**src/rtl/bitop_pkg.sv**
```systemverilog
// bitop_pkg: opcode and sequencer state types shared by the bitop scheduler
package bitop_pkg;
  typedef enum logic [1:0] {OP_AND, OP_OR, OP_XOR, OP_XNOR} bitop_e;
  typedef enum logic [1:0] {S_IDLE, S_EXEC, S_RESP} sched_state_e;
endpackage

```
**src/rtl/rr_arbiter.sv**
```systemverilog
// rr_arbiter: combinational round-robin pick of first req at or above ptr (wrapping); outputs grant_oh, grant_idx, any
module rr_arbiter #(
  parameter int N = 4,
  parameter int W = $clog2(N)
) (
  input  logic [N-1:0] req,
  input  logic [W-1:0] ptr,
  output logic [N-1:0] grant_oh,
  output logic [W-1:0] grant_idx,
  output logic         any
);
  logic [W-1:0] idx;
  always_comb begin
    idx = '0;
    grant_idx = '0;
    for (int i = N - 1; i >= 0; i--) begin
      idx = W'((int'(ptr) + i) % N);
      grant_idx = req[idx] ? idx : grant_idx;
    end
    any = |req;
    grant_oh = any ? (N'(1) << grant_idx) : '0;
  end
endmodule

```
**src/rtl/bitop_share_sched.sv**
```systemverilog
// bitop_share_sched: round-robin shared AND/OR/XOR/XNOR unit; req_valid/ready/op/a/b in, rsp_valid/ready/id/data out, saturating ops_done count
module bitop_share_sched
  import bitop_pkg::*;
#(
  parameter int NUM_REQ = 4,
  parameter int DATA_W  = 16,
  localparam int IW     = $clog2(NUM_REQ)
) (
  input  logic                           clk,
  input  logic                           rst_n,
  input  logic [NUM_REQ-1:0]             req_valid,
  output logic [NUM_REQ-1:0]             req_ready,
  input  logic [NUM_REQ-1:0][1:0]        req_op,
  input  logic [NUM_REQ-1:0][DATA_W-1:0] req_a,
  input  logic [NUM_REQ-1:0][DATA_W-1:0] req_b,
  output logic                           rsp_valid,
  input  logic                           rsp_ready,
  output logic [IW-1:0]                  rsp_id,
  output logic [DATA_W-1:0]              rsp_data,
  output logic [15:0]                    ops_done
);
  sched_state_e      state, state_nx;
  bitop_e            op_q;
  logic [DATA_W-1:0] a_q, b_q, res;
  logic [IW-1:0]     gnt_q, rr_ptr, grant_idx;
  logic [NUM_REQ-1:0] grant_oh;
  logic              any;
  rr_arbiter #(.N(NUM_REQ), .W(IW)) u_arb (
    .req(req_valid),
    .ptr(rr_ptr),
    .grant_oh(grant_oh),
    .grant_idx(grant_idx),
    .any(any)
  );
  always_comb begin
    req_ready = (state == S_IDLE && rst_n) ? grant_oh : '0;
    state_nx = (state == S_IDLE) ? (any ? S_EXEC : S_IDLE) :
               (state == S_EXEC) ? S_RESP :
               (state == S_RESP && !rsp_ready) ? S_RESP : S_IDLE;
  end
  always_comb begin
    res = '0;
    case (op_q)
      OP_AND:  res = a_q & b_q;
      OP_OR:   res = a_q | b_q;
      OP_XOR:  res = a_q ^ b_q;
      OP_XNOR: res = ~(a_q ^ b_q);
      default: res = '0;
    endcase
  end
  always_ff @(posedge clk) begin
    if (!rst_n) begin
      state <= S_IDLE;
      rr_ptr <= '0;
      rsp_valid <= 1'b0;
      rsp_id <= '0;
      rsp_data <= '0;
      ops_done <= '0;
    end else begin
      state <= state_nx;
      if (state == S_IDLE && any) begin
        op_q <= bitop_e'(req_op[grant_idx]);
        a_q <= req_a[grant_idx];
        b_q <= req_b[grant_idx];
        gnt_q <= grant_idx;
      end
      if (state == S_EXEC) begin
        rsp_data <= res;
        rsp_id <= gnt_q;
        rsp_valid <= 1'b1;
      end
      if (state == S_RESP && rsp_ready) begin
        rsp_valid <= 1'b0;
        rr_ptr <= (gnt_q == IW'(NUM_REQ - 1)) ? '0 : gnt_q + 1'b1;
        if (ops_done != 16'hFFFF) ops_done <= ops_done + 16'd1;
      end
    end
  end
endmodule

```
**config.mk**
```make
export PLATFORM = sky130hd
export DESIGN_NAME = bitop_share_sched
export DESIGN_NICKNAME = d
export VERILOG_FILES = /design/src/rtl/bitop_pkg.sv /design/src/rtl/rr_arbiter.sv /design/src/rtl/bitop_share_sched.sv
export SDC_FILE = /design/constraint.sdc
export NUM_CORES = 1
export LEC_CHECK = 0
export BUFFER_PORTS_ARGS = -buffer_cell sky130_fd_sc_hd__buf_4
export CORE_MARGIN = 5
export CORE_UTILIZATION = 40
export CTS_CLUSTER_DIAMETER = 40
export CTS_CLUSTER_SIZE = 24
export DETAILED_ROUTE_END_ITERATION = 12
export PLACE_DENSITY = 0.78
export SETUP_SLACK_MARGIN = 0.5
export SLEW_MARGIN = 10
export SYNTH_ARGS = -nofsm -noshare
export SYNTH_HDL_FRONTEND = slang
export SYNTH_HIERARCHICAL = 1
export SYNTH_SLANG_ARGS = --single-unit
```
**constraint.sdc**
```tcl
create_clock -name clk -period 3.4 [get_ports clk]
set_input_delay 0.17 -clock clk [delete_from_list [all_inputs] [get_ports clk]]
set_output_delay 0.17 -clock clk [all_outputs]
set_load 0.05 [all_outputs]
```
==> flow_metrics.env <==
export IMPL_status="completed"
export IMPL_via_per_inst=5.37
export IMPL_end_kind="flop"
export IMPL_gp_congestion=0.850
export IMPL_dr_pass1_iters=4
export IMPL_hold_viol_final=0
export IMPL_cts_buffer_depth=2
export IMPL_synth_cell_types=58
export IMPL_synth_yosys_seq_area_share_pct=38.9
export IMPL_critPathRequiredTime_ns=3.46
export IMPL_final_cell_mix="buf_4 (185), nand2_1 (46), dfxtp_1 (39)"
export IMPL_synth_seq_cells=75
export IMPL_grt_pass1_vias=4114
export IMPL_peakVddDrop_mv=0.221
export IMPL_p_leak_nw=2.83
export IMPL_tightest_slew_ns=0.965
export IMPL_grt_pass1_wl_mm=19.2
export IMPL_critPathKind="flop to flop"
export IMPL_synth_xor_area_share_pct=0.366
export IMPL_core_area_mm2=0.0119
export IMPL_cp_top_family="multiplexers"
export IMPL_rsz0062_at_grt="false"
export IMPL_fmax_mhz=395
export IMPL_post_cts_buffers=0
export IMPL_drc=0
export IMPL_track_usage_pct=16.6
export IMPL_ios=182
export IMPL_synth_edf_count=36
export IMPL_critPathMaxFanout=35
export IMPL_ctsResizeCount=0
export IMPL_setup_slack_ns=0.866
export IMPL_crit_slowest_cell="mux4_2"
export IMPL_layout_nets=768
export IMPL_synthCells=422
export IMPL_chipWidth_um=119
export IMPL_synth_simple_area_share_pct=11.8
export IMPL_worstSetupStartpoint="rr_ptr[1]$_SDFFE_PN0P_"
export IMPL_crit_chain="nor2_1 -> o21bai_1 -> a221oi_4 -> buf_4 -> mux4_2"
export IMPL_postLayoutCellArea_mm2=0.00656
export IMPL_synth_area_mm2=0.00479
export IMPL_dp_slack_ns=0.854
export IMPL_drtIter0Drc=164
export IMPL_maxSlewHeadroom_pct=35.7
export IMPL_fp_row_count=40
export IMPL_synth_nets=599
export IMPL_hold_slack_ns=0.127
export IMPL_root_buffer="clkbuf_16"
export IMPL_diodes=0
export IMPL_initial_core_util_pct=40.4
export IMPL_finalSetupViolCount=0
export IMPL_start_kind="flop"
export IMPL_clkTransAtPathRegs_ns=0.06
export IMPL_worst_skew_pair_late_latency_ns=0.33
export IMPL_ys_top_cells_by_area="edfxtp_1 (23%), dfxtp_1 (16%), mux4_2 (16%)"
export IMPL_crit_arrival_ns=2.60
export IMPL_avgSynthCellArea_um2=11.4
export IMPL_cts_max_level=3
export IMPL_place_inst=727
export IMPL_p_per_area_mw_per_mm2=420
export IMPL_synth_compound_area_share_pct=10.4
export IMPL_slew_viol_final=0
export IMPL_die_y_um=119
export IMPL_clock_sinks=75
export IMPL_synth_area_mux_share_pct=24.1
export IMPL_stdcell_count=743
export IMPL_yosysTopAreaCell="edfxtp_1"
export IMPL_fin_crit_sh_pct=74.5
export IMPL_area_delta_synth_final_pct=36.9
export IMPL_wire_per_inst_um=16.3
export IMPL_max_cap_violations=0
export IMPL_dpl_cell_area_mm2=0.00625
export IMPL_layout_commonest_cell="buf_4"
export IMPL_dieArea_mm2=0.0143
export IMPL_grt_ovfl_total=0
export IMPL_cts_hold_buf=0
export IMPL_fill_cells=984
export IMPL_cts_tree="built"
export IMPL_cts_made_buffers=9
export IMPL_synth_fa_ha_area_share_pct=8.88
export IMPL_min_from="rst_n"
export IMPL_drt_wl_total_mm=12.1
export IMPL_synth_ff_type="dfxtp_1"
export IMPL_cp_slowest_stage_delay_ns=0.59
export IMPL_ys_warn_count=6
export IMPL_synth_top_area_share_pct=22.6
export IMPL_reg2reg_from="rr_ptr[1]$_SDFFE_PN0P_"
export IMPL_io_buffers=181
export IMPL_dp_hpwl_mm=9.85
export IMPL_synthArstFlopShare_pct=0
export IMPL_synth_top_family_by_area="multiplexers"
export IMPL_hp_class="input port to flop"
export IMPL_antenna_found_initial=0
export IMPL_crit_buf_inv=1
export IMPL_layout_min_cycle_time_ns=2.53
export IMPL_ant_nets=0
export IMPL_tns_ns=0
export IMPL_vias=3988
export IMPL_clock_skew_ns=0.00512
export IMPL_drive_gt1_share_pct=46.1
export IMPL_grt_start_max_net_pins=37
==> sequential cells by signal (all words and copies together) (netlist names) <==
signal     flops
rsp_data      16
b_q           16
gnt_q          2
rsp_id         2
ops_done      16
state          2
rr_ptr         2
rsp_valid      1
op_q           2
a_q           16
==> area by class of cell <==
type,instances,area (um^2),share of cell area [%]
timing repair buffer,185,1390,21.2
clock buffer,10,229,3.49
sequential,75,1860,28.4
multi-input combinational,285,2680,40.9
tap,147,184,2.80
clock inverter,6,80.1,1.22
inverter,35,131,2.00
==> per-stage QoR <==
step           total power [mW]  util [%]
3_3_place_gp               1.77      52.7
5_1_grt                    2.89      55.3
6_report                   2.76      55.3
2_1_floorplan              1.54         -
4_1_cts                    2.79      55.3
3_5_place_dp               1.80      52.7
==> logic make-up (layout without fill, tap and decap cells) <==
| group | after synthesis | count (layout) |
|---|---|---|
| multiplexers | 69 | 69 |
| XOR/XNOR | 2 | 2 |
| AO/OA/AOI/OAI | 74 | 74 |
| buffers and inverters | 62 | 236 |
| adder cells (fa/ha/maj) | 34 | 34 |
| AND/OR/NAND/NOR | 106 | 106 |
| flip-flops | 75 | 75 |
==> path summary, 6_finish.rpt <==
path                            depth (start not counted)  slack (ns)                        end
worst max register to register                          5        0.87           a_q[3]$_DFFE_PP_
worst min register to register                          2        0.45  rsp_data[11]$_SDFFE_PN0N_
worst max-delay path                                    5        0.87           a_q[3]$_DFFE_PP_
worst min-delay path                                    2        0.13   ops_done[9]$_SDFFE_PN0P_
==> report_power, final <==
group / switching [mW] / leakage (nW) / internal, mW
Combinational: 0.327 / 2.03 / 0.352
Sequential: 0.0542 / 0.658 / 1.04
Clock: 0.349 / 0.148 / 0.636
Total: 0.730 / 2.83 / 2.03
==> layer usage <==
metal / global-route usage [%] / part of all wire [%]
met1: 19.5 / 40
met2: 29.6 / 52
met3: 3.70 / 6.2
met4: 5.94 / 1.8
met5: 0 / 0
==> cells in the mapped netlist (2+ instances only) <==
library cell  number
nor3_1             6
nor2_1            13
nand2_1           46
and3_1             3
buf_2              8
xor2_1             2
mux4_2            34
and2_1             6
inv_1             33
mux2i_1            3
o31ai_1            3
dfxtp_1           39
ha_1              34
clkbuf_1          15
a211oi_1           2
o211ai_1          17
o21a_1             2
nor4_1             2
or4_1              2
mux2_2            29
mux2_1             3
nand4_1            5
nand3_1            4
inv_2              2
o31a_1             2
nand2b_1           4
edfxtp_1          36
a21oi_1           32
o21ai_0            4
or3_1              3
Note: power is estimated with default switching activity, not from simulation.
